<file path="src/rtl/div_arbiter_pkg.sv">
// Shared definitions for the two-requester divider arbiter: FSM encoding,
// default timeout and the fixed divide-by-zero result.
package div_arbiter_pkg;

  typedef enum logic [1:0] {
    ST_IDLE  = 2'd0,
    ST_ISSUE = 2'd1,
    ST_WAIT  = 2'd2,
    ST_HOLD  = 2'd3
  } state_e;

  localparam int          TIMEOUT_DEF = 64;
  localparam logic [31:0] DZ_RES      = 32'hFFFF_FFFF;

  // Counter must be able to hold the value max_val itself.
  function automatic int cnt_width(input int max_val);
    return (max_val < 2) ? 1 : $clog2(max_val + 1);
  endfunction

endpackage

</file>
<file path="src/rtl/div_arbiter_if.sv">
// Request, divider-FU and result handshake bundle for div_arbiter.
interface div_arbiter_if #(
  parameter int TAG_W = 4
);
  logic             req0_valid;
  logic             req0_ready;
  logic [31:0]      req0_a;
  logic [31:0]      req0_b;
  logic [TAG_W-1:0] req0_tag;

  logic             req1_valid;
  logic             req1_ready;
  logic [31:0]      req1_a;
  logic [31:0]      req1_b;
  logic [TAG_W-1:0] req1_tag;

  logic             fu_en;
  logic [31:0]      fu_a;
  logic [31:0]      fu_b;
  logic [31:0]      fu_res;
  logic             fu_finish;

  logic             out_valid;
  logic             out_ready;
  logic [31:0]      out_res;
  logic [TAG_W-1:0] out_tag;
  logic             out_src;
  logic             out_dz;
  logic             out_to;

  // Arbiter side
  modport slave (
    input  req0_valid, req0_a, req0_b, req0_tag,
    input  req1_valid, req1_a, req1_b, req1_tag,
    input  fu_res, fu_finish, out_ready,
    output req0_ready, req1_ready,
    output fu_en, fu_a, fu_b,
    output out_valid, out_res, out_tag, out_src, out_dz, out_to
  );

  // Requesters, divider FU and result consumer side
  modport master (
    output req0_valid, req0_a, req0_b, req0_tag,
    output req1_valid, req1_a, req1_b, req1_tag,
    output fu_res, fu_finish, out_ready,
    input  req0_ready, req1_ready,
    input  fu_en, fu_a, fu_b,
    input  out_valid, out_res, out_tag, out_src, out_dz, out_to
  );

endinterface

</file>
<file path="src/rtl/div_arbiter_rr_arb2.sv">
// Two-way round-robin grant: on contention the requester not granted last wins.
module rr_arb2
  import div_arbiter_pkg::*;
(
  input  logic valid0,
  input  logic valid1,
  input  logic last_grant,
  output logic gnt_valid,
  output logic gnt_src
);

  always_comb begin
    gnt_valid = valid0 | valid1;
    gnt_src   = valid1;
    if (valid0 && valid1) gnt_src = ~last_grant;
  end

endmodule

</file>
<file path="src/rtl/div_arbiter.sv">
// Arbitrates two requesters onto one external divider FU, one operation in
// flight, with divide-by-zero bypass and a bounded wait for the FU result.
//
// state    | meaning
// ---------+--------------------------------------------------------------
// ST_IDLE  | grant one requester; latch its operands on valid&ready
// ST_ISSUE | single-cycle fu_en pulse, timeout counter at 0
// ST_WAIT  | wait for fu_finish or counter reaching TIMEOUT
// ST_HOLD  | result presented on out_*, leave when out_ready
module div_arbiter
  import div_arbiter_pkg::*;
#(
  parameter int TAG_W   = 4,
  parameter int TIMEOUT = TIMEOUT_DEF
) (
  input logic          clk,
  input logic          rst_n,
  div_arbiter_if.slave bus
);

  localparam int CNT_W = cnt_width(TIMEOUT);

  state_e             state_q, state_d;
  logic               last_q;
  logic               src_q;
  logic [31:0]        a_q, b_q, res_q;
  logic [TAG_W-1:0]   tag_q;
  logic               dz_q, to_q;
  logic [CNT_W-1:0]   cnt_q;

  logic               gnt_valid, gnt_src;
  logic [31:0]        sel_a, sel_b;
  logic [TAG_W-1:0]   sel_tag;
  logic               ready0, ready1, fu_en, out_valid;
  logic               xfer, take_fin, take_to;

  rr_arb2 u_rr_arb2 (
    .valid0     (bus.req0_valid),
    .valid1     (bus.req1_valid),
    .last_grant (last_q),
    .gnt_valid  (gnt_valid),
    .gnt_src    (gnt_src)
  );

  assign sel_a   = gnt_src ? bus.req1_a   : bus.req0_a;
  assign sel_b   = gnt_src ? bus.req1_b   : bus.req0_b;
  assign sel_tag = gnt_src ? bus.req1_tag : bus.req0_tag;

  always_ff @(posedge clk or negedge rst_n) begin
    if (!rst_n) state_q <= ST_IDLE;
    else        state_q <= state_d;
  end

  always_comb begin
    state_d   = state_q;
    ready0    = 1'b0;
    ready1    = 1'b0;
    fu_en     = 1'b0;
    out_valid = 1'b0;
    xfer      = 1'b0;
    take_fin  = 1'b0;
    take_to   = 1'b0;
    case (state_q)
      ST_IDLE: begin
        // Ready is gated by rst_n so it drops the moment reset asserts.
        ready0 = rst_n & gnt_valid & ~gnt_src;
        ready1 = rst_n & gnt_valid & gnt_src;
        xfer   = rst_n & gnt_valid;
        if (xfer) state_d = (sel_b == '0) ? ST_HOLD : ST_ISSUE;
      end
      ST_ISSUE: begin
        fu_en   = 1'b1;
        state_d = ST_WAIT;
      end
      ST_WAIT: begin
        if (bus.fu_finish) begin
          take_fin = 1'b1;
          state_d  = ST_HOLD;
        end else if (cnt_q == CNT_W'(TIMEOUT)) begin
          take_to = 1'b1;
          state_d = ST_HOLD;
        end
      end
      ST_HOLD: begin
        out_valid = 1'b1;
        if (bus.out_ready) state_d = ST_IDLE;
      end
      default: state_d = ST_IDLE;
    endcase
  end

  always_ff @(posedge clk or negedge rst_n) begin
    if (!rst_n) begin
      last_q <= 1'b1;
      src_q  <= 1'b0;
      a_q    <= '0;
      b_q    <= '0;
      tag_q  <= '0;
      res_q  <= '0;
      dz_q   <= 1'b0;
      to_q   <= 1'b0;
    end else if (xfer) begin
      last_q <= gnt_src;
      src_q  <= gnt_src;
      a_q    <= sel_a;
      b_q    <= sel_b;
      tag_q  <= sel_tag;
      res_q  <= (sel_b == '0) ? DZ_RES : '0;
      dz_q   <= (sel_b == '0);
      to_q   <= 1'b0;
    end else if (take_fin) begin
      res_q <= bus.fu_res;
    end else if (take_to) begin
      res_q <= '0;
      to_q  <= 1'b1;
    end
  end

  // Counts cycles since issue; saturates at TIMEOUT so it never wraps.
  always_ff @(posedge clk or negedge rst_n) begin
    if (!rst_n) begin
      cnt_q <= '0;
    end else if (xfer) begin
      cnt_q <= '0;
    end else if ((state_q == ST_ISSUE || state_q == ST_WAIT) &&
                 cnt_q != CNT_W'(TIMEOUT)) begin
      cnt_q <= cnt_q + 1'b1;
    end
  end

  assign bus.req0_ready = ready0;
  assign bus.req1_ready = ready1;
  assign bus.fu_en      = fu_en;
  assign bus.fu_a       = a_q;
  assign bus.fu_b       = b_q;
  assign bus.out_valid  = out_valid;
  assign bus.out_res    = res_q;
  assign bus.out_tag    = tag_q;
  assign bus.out_src    = src_q;
  assign bus.out_dz     = dz_q;
  assign bus.out_to     = to_q;

endmodule

</file>
<file path="src/flat_wrapper.sv">
// flat-port wrapper written by rule: the top's interface ports become plain ports
module div_arbiter_flat import div_arbiter_pkg::*;
#(
  parameter int TAG_W   = 4,
  parameter int TIMEOUT = TIMEOUT_DEF
)
  (clk, rst_n, bus_req0_valid, bus_req0_a, bus_req0_b, bus_req0_tag, bus_req1_valid, bus_req1_a, bus_req1_b, bus_req1_tag, bus_fu_res, bus_fu_finish, bus_out_ready, bus_req0_ready, bus_req1_ready, bus_fu_en, bus_fu_a, bus_fu_b, bus_out_valid, bus_out_res, bus_out_tag, bus_out_src, bus_out_dz, bus_out_to);
  div_arbiter_if #(.TAG_W(TAG_W)) bus_i ();
  input logic clk;
  input logic rst_n;
  input wire logic [$bits(bus_i.req0_valid)-1:0] bus_req0_valid;
  input wire logic [$bits(bus_i.req0_a)-1:0] bus_req0_a;
  input wire logic [$bits(bus_i.req0_b)-1:0] bus_req0_b;
  input wire logic [$bits(bus_i.req0_tag)-1:0] bus_req0_tag;
  input wire logic [$bits(bus_i.req1_valid)-1:0] bus_req1_valid;
  input wire logic [$bits(bus_i.req1_a)-1:0] bus_req1_a;
  input wire logic [$bits(bus_i.req1_b)-1:0] bus_req1_b;
  input wire logic [$bits(bus_i.req1_tag)-1:0] bus_req1_tag;
  input wire logic [$bits(bus_i.fu_res)-1:0] bus_fu_res;
  input wire logic [$bits(bus_i.fu_finish)-1:0] bus_fu_finish;
  input wire logic [$bits(bus_i.out_ready)-1:0] bus_out_ready;
  output wire logic [$bits(bus_i.req0_ready)-1:0] bus_req0_ready;
  output wire logic [$bits(bus_i.req1_ready)-1:0] bus_req1_ready;
  output wire logic [$bits(bus_i.fu_en)-1:0] bus_fu_en;
  output wire logic [$bits(bus_i.fu_a)-1:0] bus_fu_a;
  output wire logic [$bits(bus_i.fu_b)-1:0] bus_fu_b;
  output wire logic [$bits(bus_i.out_valid)-1:0] bus_out_valid;
  output wire logic [$bits(bus_i.out_res)-1:0] bus_out_res;
  output wire logic [$bits(bus_i.out_tag)-1:0] bus_out_tag;
  output wire logic [$bits(bus_i.out_src)-1:0] bus_out_src;
  output wire logic [$bits(bus_i.out_dz)-1:0] bus_out_dz;
  output wire logic [$bits(bus_i.out_to)-1:0] bus_out_to;
  assign bus_i.req0_valid = bus_req0_valid;
  assign bus_i.req0_a = bus_req0_a;
  assign bus_i.req0_b = bus_req0_b;
  assign bus_i.req0_tag = bus_req0_tag;
  assign bus_i.req1_valid = bus_req1_valid;
  assign bus_i.req1_a = bus_req1_a;
  assign bus_i.req1_b = bus_req1_b;
  assign bus_i.req1_tag = bus_req1_tag;
  assign bus_i.fu_res = bus_fu_res;
  assign bus_i.fu_finish = bus_fu_finish;
  assign bus_i.out_ready = bus_out_ready;
  assign bus_req0_ready = bus_i.req0_ready;
  assign bus_req1_ready = bus_i.req1_ready;
  assign bus_fu_en = bus_i.fu_en;
  assign bus_fu_a = bus_i.fu_a;
  assign bus_fu_b = bus_i.fu_b;
  assign bus_out_valid = bus_i.out_valid;
  assign bus_out_res = bus_i.out_res;
  assign bus_out_tag = bus_i.out_tag;
  assign bus_out_src = bus_i.out_src;
  assign bus_out_dz = bus_i.out_dz;
  assign bus_out_to = bus_i.out_to;
  div_arbiter #(.TAG_W(TAG_W), .TIMEOUT(TIMEOUT)) u_core (.clk(clk), .rst_n(rst_n), .bus(bus_i));
endmodule
</file>
<file path="config.mk">
export PLATFORM = sky130hd
export DESIGN_NAME = div_arbiter_flat
export DESIGN_NICKNAME = d
export VERILOG_FILES = /design/src/rtl/div_arbiter_pkg.sv /design/src/rtl/div_arbiter_if.sv /design/src/rtl/div_arbiter_rr_arb2.sv /design/src/rtl/div_arbiter.sv /design/src/flat_wrapper.sv
export SDC_FILE = /design/constraint.sdc
export NUM_CORES = 1
export LEC_CHECK = 0
export ABC_AREA = 1
export CAP_MARGIN = 40
export CORE_AREA = 2 2 108 151
export CTS_CLUSTER_SIZE = 28
export DETAILED_ROUTE_END_ITERATION = 10
export DIE_AREA = 0 0 110 153
export PLACE_DENSITY = 0.75
export SKIP_CTS_REPAIR_TIMING = 1
export SYNTH_ARGS = -nofsm -noshare
export SYNTH_HDL_FRONTEND = slang
export SYNTH_HIERARCHICAL = 1
export SYNTH_SLANG_ARGS = --single-unit
export TNS_END_PERCENT = 5
</file>
<file path="constraint.sdc">
create_clock -name clk -period 1.8 [get_ports clk]
set_clock_uncertainty 0.05 [all_clocks]
set_input_delay 0.36 -clock clk [delete_from_list [all_inputs] [get_ports clk]]
set_output_delay 0.36 -clock clk [all_outputs]
set_load 0.01 [all_outputs]
</file>
Yosys cells after proc, flatten, opt, wreduce, memory -nomap -nowiden
Cells that the tools add are included.
W data, S select, Z words.
- bitwise operators: 6
- reduce and logical (&&, ||, !) cells: 10
- muxes and demuxes: 29
- $add $sub $neg: 1
- eq/ne operators: 9
- operators with widths (cell ; number):
    $mux W32 ; 6
    $logic_not A32 Y1 ; 1
    $mux W1 ; 14
    $mux W7 ; 2
    $mux W2 ; 5
    $pmux W2 S4 ; 1
    $add A7 B1 Y7 const B ; 1
    $eq A7 B7 Y1 const B ; 1
    $ne A7 B7 Y1 const B ; 1
    $eq A2 B2 Y1 const B ; 2
    $mux W4 ; 1
    $ne A2 B1 Y1 const B ; 2
    $reduce_bool A2 Y1 ; 2
    $and A1 B1 Y1 ; 3
    $ne A3 B2 Y1 const B ; 1
    $reduce_and A3 Y1 ; 1
    $reduce_bool A3 Y1 ; 1
    $eq A2 B1 Y1 const B ; 1
    $logic_and A1 B1 Y1 ; 2
    $logic_not A2 Y1 ; 1
    $ne A2 B2 Y1 const B ; 1
    $not A1 Y1 ; 2
    $reduce_and A2 Y1 ; 1
    $logic_or A1 B1 Y1 ; 1
    $or A1 B1 Y1 ; 1
- register bits after elaboration: 113
- logic and storage cells: 65
- output and inout port bits: 107

Longest topological paths before layout
Gate-level depths: netlist of the first run.
- depth after elaboration: 7
- mapped depth: 15

Cells and area by module
The synthesis of the first run kept the hierarchy.
- modules (own cells, without submodules) (module ; times used ; cells each ; seq. area each (um^2) ; area each (um^2)):
    div_arbiter ; 1 ; 707 ; 2829.0 ; 5449.0
    rr_arb2 ; 1 ; 3 ; 0.0 ; 15.0

Worst setup path before layout of the first run
No wires, ideal clock.
- kind: register to output
- from: reg u_core.state_q[0]
- to: out bus_req0_ready
- buffers on the path: 1
- data arrival time: 1.431 ns
- cell stages (with the launch flop): 8
- data required time: 1.390 ns
- setup slack: -0.041 ns
- path through: dfrtp_1 inv_1 ha_1 inv_1 nor2_2 nand2_1 inv_2 buf_1
- word-level cells in the longest chain between the ends: 2
- RTL lines (element ; RTL line ; source):
    start: declaration ; div_arbiter.sv:23 ; state_e state_q, state_d;
    start signal: assignment ; div_arbiter.sv:51 ; else state_q <= state_d;
    $logic_not A2 Y1 ; div_arbiter.sv:63 ; case (state_q)
    $mux W1 ; div_arbiter.sv:63 ;
    end: declaration ; flat_wrapper.sv:22 ; output wire logic [$bits(bus_i.req0_ready)-1:0] bus_req0_ready;
Every way passes these cells.

Worst setup path in the final report of the first run
- from: reg u_core.last_q
- to: reg u_core.res_q[20], in the netlist u_core/bus.out_res[20]
- word-level cells in the longest chain between the ends: 6
- RTL lines (element ; RTL line ; source):
    start: declaration ; div_arbiter.sv:24 ; logic last_q;
    start signal: assignment ; div_arbiter.sv:103 ; last_q <= gnt_src;
    $not A1 Y1 ; div_arbiter_rr_arb2.sv:15 ; if (valid0 && valid1) gnt_src = ~last_grant;
    $mux W1 ; div_arbiter_rr_arb2.sv:15 ;
    via u_core.gnt_src ; div_arbiter.sv:31 ; logic gnt_valid, gnt_src;
    $mux W32 ; div_arbiter.sv:46 ; assign sel_b = gnt_src ? bus.req1_b : bus.req0_b;
    $logic_not A32 Y1 ; div_arbiter.sv:108 ; res_q <= (sel_b == '0) ? DZ_RES : '0;
    $mux W32 ; div_arbiter.sv:108 ;
    $mux W32 ; div_arbiter.sv:102 ; end else if (xfer) begin
    end signal: assignment ; div_arbiter.sv:108 ;
    end signal: assignment ; div_arbiter.sv:112 ; res_q <= bus.fu_res;
    end: declaration ; div_arbiter.sv:26 ; logic [31:0] a_q, b_q, res_q;
The timed path passes the listed nets, and every way through them passes these cells.
A chain may end at the register's enable or synchronous reset.

==> impl_metrics.py, run 1 <==
metrics = {
    "status": {
        "status": "finished with violations",
        "violations": "negative setup slack",
    },
    "worst_setup_path": {
        "path_class": "flop to flop",
        "cpMaxStageDelayCell": "dfstp_2",
        "critPathMaxFanout": 8,
        "worstPathCellList": "a21oi_4, buf_12, buf_12, buf_8, o21ai_4, nand2_1, nor2_2, nand2_2, nor2_4, nand3_4, clkbuf_16, nand3_2",
        "cpPeakStageDelay_ps": 550,
        "path_buf_inv": 4,
        "end_kind": "flop",
        "worstPathArrival_ps": 2480,
        "critPathMostFrequentCell": "buf_12",
        "crit_required_ps": 2090,
        "worst_setup_path_start_kind": "flop",
        "crit_family": "simple AND/OR/NAND/NOR gates",
    },
    "timing": {
        "worst_pin_slew_ps": 820,
        "drv_slew": 0,
        "setup_ws_ps": -392,
        "setup_tns_ps": -12600,
        "rsz0062_at_grt": "true",
        "finalHoldViolCount": 0,
        "hold_slack_ps": 162,
        "timing.fmax_mhz": 456,
        "relSlewSlack_pct": 45.3,
        "setup_viol": 36,
        "min_period_over_period_pct": 122,
        "min_period_ps": 2190,
    },
    "detailed_routing": {
        "routed_wirelength_mm": 18.2,
        "vias": 5722,
        "dr.pass1.iters": 4,
        "antenna_left": 0,
        "wl_per_cell_um": 14.7,
        "drc": 0,
        "first_iter_violations": 237,
        "vias_per_cell": 4.64,
    },
    "yosys": {
        "syn_inst": 710,
        "synth_largest_area_cell": "dfrtp_1",
        "netlist_area_um2": 5460,
        "yosysUniqueCellTypes": 24,
        "ys.flop_type": "dfrtp_1",
        "synth_top_area_share_pct": 51.3,
        "syn_nets": 890,
        "ys_top_cells_by_count": "293 x nand2_1, 112 x dfrtp_1, 98 x nand3_1",
        "synth.yosys.warnings": 6,
        "yosysSeqAreaShare_pct": 51.8,
        "ys_ff_latch": 113,
        "synth_most_common_cell": "nand2_1",
        "synth_edf_count": 0,
        "synth-async-reset-ratio_pct": 100,
        "syn_area_per_cell_um2": 7.70,
        "synth_area_leaders": "dfrtp_1 51%, nand2_1 20%, nand3_1 9.0%",
    },
    "floorplanning": {
        "die_h_um": 153,
        "rows": 54,
        "dieArea_um2": 16800,
        "core_um2": 15500,
        "die_x_um": 110,
        "io_pins": 281,
        "initial_core_util_pct": 35.3,
    },
    "global_route": {
        "grt_pass1_vias": 5566,
        "antenna_found_initial": 0,
        "grt_pass1_wl_mm": 27.7,
        "grt_overflow": 0,
        "grt_start_max_net_pins": 71,
        "grtUsageTotal_pct": 21.2,
    },
    "pwr": {
        "p_leak_nw": 4.97,
        "switching_share_pct": 32.9,
        "power.switching_mw": 4.62,
        "vdd_ir_drop_max_uv": 941,
        "pwr-share-seq_pct": 30.7,
        "power.density_nw_per_um2": 1430,
        "clock_power_share_pct": 25.0,
        "comb_power_share_pct": 44.3,
        "internal_power_mw": 9.40,
        "fin_total_pwr_mw": 14.0,
    },
    "cts": {
        "clk_pin_slew_ps": 50,
        "cts_tree": "yes",
        "clock_latency_ps": 410,
        "htreeDepth": 4,
        "cts_made_buffers": 17,
        "clockBufferDepth": 2,
        "root_buffer": "clkbuf_16",
        "clock-sinks": 113,
    },
    "placed_design": {
        "dp_cells": 1188,
        "dp_slack_ps": -790,
        "place_congestion": 0.843,
        "port_buffers": 280,
        "hpwl_mm": 13.0,
    },
    "layout": {
        "synthToLayoutAreaGrowth_pct": 79.6,
        "final_cells": 1233,
        "nets": 1204,
        "n_fill_cell": 1289,
        "regArea_um2": 2830,
        "drive_gt1_share_pct": 14.9,
        "multi_input_comb_area_um2": 2420,
        "diodes": 0,
    },
    "job": {
        "drv_cap": 0,
    },
    "hold_path": {
        "hold_path.class": "input pin to async pin",
    },
}
## per-layer routing
layer	vias up	wire length, µm	GRT usage (%)	part of all wire (%)
li1	2863	-	-	-
met1	2643	7080	24.7	39
met2	189	9390	35.6	52
met3	27	1260	7.16	6.9
met4	0	425	7.59	2.3
met5	-	0	0	0
## stage by stage
stage               area (µm²)  utilization [%]
detailed placement        8690             56.2
floorplan                 5470                -
CTS                       9330             60.3
global placement          8690             56.2
finish                    9810             63.4
global route              9810             63.4
## placed cells by master (no fill, tap or decap), drive strengths merged
| master | synthesis | final |
|---|---|---|
| clkinv | 1 | 2 |
| nand2 | 293 | 293 |
| nor3 | 1 | 1 |
| buf | 17 | 54 |
| a211oi | 1 | 1 |
| dfrtp | 112 | 112 |
| dlymetal6s2s | 0 | 11 |
| nand3b | 1 | 1 |
| nand4 | 1 | 1 |
| dfstp | 1 | 1 |
| inv | 71 | 72 |
| clkbuf | 21 | 28 |
| clkdlybuf4s50 | 0 | 266 |
| bufinv | 0 | 2 |
| ha | 6 | 6 |
| a21oi | 7 | 7 |
| nand3 | 108 | 108 |
| clkinvlp | 0 | 2 |
| nor2 | 22 | 22 |
| or2 | 1 | 1 |
| o21ai | 46 | 46 |
## area by class of cell
class,instances,area share [%]
Clock buffer,26,5.50
Clock inverter,6,0.944
Inverter,72,2.86
Multi-Input combinational cell,487,24.7
Sequential cell,113,28.8
Tap cell,196,2.50
Timing Repair Buffer,333,34.7
## final timing paths
check	start	endpoint	slack, ps	cells past startpoint
max in group asynchronous	rst_n	u_core/bus.fu_a[28]$_DFFE_PN0P_	950	3
worst min register to register	u_core/bus.fu_b[22]$_DFFE_PN0P_	u_core/bus.fu_b[22]$_DFFE_PN0P_	430	2
worst min-delay path	rst_n	u_core/bus.out_res[17]$_DFFE_PN0P_	160	3
min in group clk	u_core/bus.fu_b[22]$_DFFE_PN0P_	u_core/bus.fu_b[22]$_DFFE_PN0P_	430	2
worst max register to register	u_core/last_q$_DFFE_PN1P_	u_core/bus.out_res[20]$_DFFE_PN0P_	-390	12
worst max-delay path	u_core/last_q$_DFFE_PN1P_	u_core/bus.out_res[20]$_DFFE_PN0P_	-390	12
## worst register-to-register path, stage by stage (launching register included)
cell and delay [ps]:
dfstp_2 550, a21oi_4 80, buf_12 150, buf_12 130, buf_8 130, o21ai_4 140, nand2_1 100, nor2_2 130
nand2_2 70, nor2_4 150, nand3_4 170, clkbuf_16 220, nand3_2 60
## power groups by stage
stage | logic [mW] | registers [mW] | clock network (mW)
after global routing | 6.81 | 4.44 | 3.71
after detailed placement | 5.92 | 4.33 | 0
final | 6.22 | 4.30 | 3.50
after global placement | 5.83 | 4.31 | 0
after CTS | 5.95 | 4.31 | 3.58
after floorplan | 2.04 | 4.74 | 0
## cell families (layout without fill, tap and decap cells)
| group | count (synthesis) | count (layout) | share of synthesized area [%] |
|---|---|---|---|
| AO/OA/AOI/OAI | 54 | 54 | 4.99 |
| adder cells (fa/ha/maj) | 6 | 6 | 1.37 |
| AND/OR/NAND/NOR | 427 | 427 | 33.0 |
| flip-flops | 113 | 113 | 51.8 |
| buffers and inverters | 110 | 437 | 8.82 |
## state kept, by name, summed over array words and instances (netlist names)
| signal | flops |
|---|---|
| u_core/bus.out_dz | 1 |
| u_core/bus.fu_a | 32 |
| u_core/bus.out_res | 32 |
| u_core/last_q | 1 |
| u_core/bus.out_to | 1 |
| u_core/state_q | 2 |
| u_core/bus.fu_b | 32 |
| u_core/cnt_q | 7 |
| u_core/bus.out_src | 1 |
| u_core/bus.out_tag | 4 |
No activity file was read; power rests on OpenSTA's default activity.
==> inputs of run 2 (changes only) <==
CORE_AREA = 2 2 99 139   (was 2 2 108 151)
DIE_AREA = 0 0 101 141   (was 0 0 110 153)
PLACE_DENSITY = 0.84   (was 0.75)
clock period = 2.79 ns   (was 1.8 ns; I/O delays follow)
==> run 2 against run 1 <==
Register-to-register slack improved by 900 ps. The flow now finishes without violations. Sequential share of layout area increased by 2.2 points. Largest cell class unchanged. Critical endpoint is now bus_req0_ready. Worst hold slack better by 4.0 ps. Total power is 37% lower. Clock power down 32%. Final cell count shrank 6.4%. Worst setup slack better by 510 ps. Sequential power fell by 36%. Wire length is 6.0% lower. Combinational power fell by 41%. Design area decreased by 7.1%.
==> impl_metrics.py, run 2 (synthesized netlist as in run 1, its figures left out) <==
metrics = {
    "status": {
        "status": "completed",
    },
    "global_route": {
        "antenna_found_initial": 0,
        "grt_overflow": 0,
        "grtUsageTotal_pct": 24.1,
        "grt_start_max_net_pins": 68,
        "grt_pass1_wl_mm": 27.0,
        "grt_pass1_vias": 5481,
    },
    "detailed_routing": {
        "routed_wirelength_mm": 17.1,
        "vias": 5539,
        "drc": 0,
        "antenna_left": 0,
        "vias_per_cell": 4.80,
        "wl_per_cell_um": 14.8,
        "dr.pass1.iters": 4,
        "first_iter_violations": 252,
    },
    "pwr": {
        "comb_power_share_pct": 41.7,
        "fin_total_pwr_mw": 8.81,
        "clock_power_share_pct": 26.9,
        "switching_share_pct": 32.3,
        "power.switching_mw": 2.84,
        "power.density_nw_per_um2": 967,
        "internal_power_mw": 5.97,
        "p_leak_nw": 4.47,
        "pwr-share-seq_pct": 31.4,
        "vdd_ir_drop_max_uv": 495,
    },
    "worst_setup_path": {
        "crit_required_ps": 2180,
        "timing.rr.end": "u_core/bus.fu_b[8]$_DFFE_PN0P_",
        "critPathMaxFanout": 3,
        "reg2reg_slack_ps": 510,
        "path_class": "input pin to output pin",
        "worst_setup_path_start_kind": "input pin",
        "reg2reg_from": "u_core/state_q[0]$_DFFE_PN0P_",
        "reg2reg_depth": 8,
        "end_kind": "output pin",
        "worstPathArrival_ps": 2060,
    },
    "placed_design": {
        "port_buffers": 280,
        "dp_cells": 1123,
        "place_congestion": 0.854,
        "place_area_um2": 8450,
        "hpwl_mm": 12.5,
    },
    "timing": {
        "relSlewSlack_pct": 55.5,
        "min_period_over_period_pct": 95.8,
        "setup_viol": 0,
        "setup_tns_ps": 0,
        "worst_pin_slew_ps": 667,
        "min_period_ps": 2670,
        "timing.fmax_mhz": 374,
        "drv_slew": 0,
        "finalHoldViolCount": 0,
        "rsz0062_at_grt": "false",
    },
    "cts": {
        "clock_latency_ps": 400,
        "root_buffer": "clkbuf_16",
        "cts_tree": "yes",
        "clock-sinks": 113,
        "cts_made_buffers": 17,
        "clk_pin_slew_ps": 50,
        "clockBufferDepth": 2,
        "htreeDepth": 4,
    },
    "floorplanning": {
        "initial_core_util_pct": 41.6,
        "rows": 50,
        "dieArea_um2": 14200,
        "core_um2": 13100,
        "die_x_um": 101,
        "io_pins": 281,
        "die_h_um": 141,
    },
    "layout": {
        "synthToLayoutAreaGrowth_pct": 66.8,
        "nets": 1166,
        "drive_gt1_share_pct": 6.61,
        "diodes": 0,
        "finalInstanceArea_um2": 9110,
        "final_cells": 1154,
        "layout_commonest_cell": "nand2_1",
        "most-common-layout-cells": "293 x nand2_1, 278 x clkdlybuf4s50_1, 112 x dfrtp_1",
    },
    "hold_path": {
        "hold_path.class": "input pin to async pin",
    },
    "job": {
        "drv_cap": 0,
    },
}
## run 2: worst max path at each step
stage / startpoint / slack, ps / end
CTS: u_core/state_q[0]$_DFFE_PN0P_ / -50 / bus_req1_ready
finish: bus_req0_valid / 120 / bus_req0_ready
detailed placement: bus_req1_valid / 10 / u_core/bus.fu_b[8]$_DFFE_PN0P_
global placement: bus_req1_valid / 20 / bus_req1_ready
global route: bus_req1_valid / 20 / bus_req0_ready
floorplan: bus_req1_valid / 720 / bus_req1_ready
## run 2: stage by stage
step	setup WS, ps	utilization [%]	hold slack, ps
detailed placement	11.7	64.3	422
floorplan	724	-	212
global placement	19.7	64.1	414
finish	118	69.4	166
CTS	-48.0	69.3	177
global route	17.6	69.4	193
## run 2: worst max-delay path: stages
cell and delay (ps):
clkdlybuf4s50_1 470, or2_1 100, nand2_1 90, nor2_4 140, nand2_1 80, inv_2 70, clkdlybuf4s50_1 560
## run 2: layout make-up
class / instances / area (µm²)
Tap cell: 156 / 195
Sequential cell: 113 / 2830
Timing Repair Buffer: 295 / 2990
Fill cell: 1041 / 4030
Inverter: 72 / 277
Clock buffer: 21 / 470
Clock inverter: 10 / 181
Multi-Input combinational cell: 487 / 2170
## run 2: power by group through the flow
stage	sequential (mW)	combinational [mW]	clock (mW)
after floorplan	3.06	1.32	0
after global placement	2.76	3.60	0
after detailed placement	2.78	3.67	0
after CTS	2.77	3.70	2.41
after global routing	2.85	4.04	2.50
final	2.77	3.67	2.37
## run 2: layer usage
metal / vias up / track usage [%] / wire [µm]
met4: 0 / 8.32 / 381
met2: 211 / 40.9 / 8820
li1: 2770 / - / -
met1: 2527 / 28.9 / 6700
met3: 31 / 7.39 / 1170
met5: - / 0 / 0
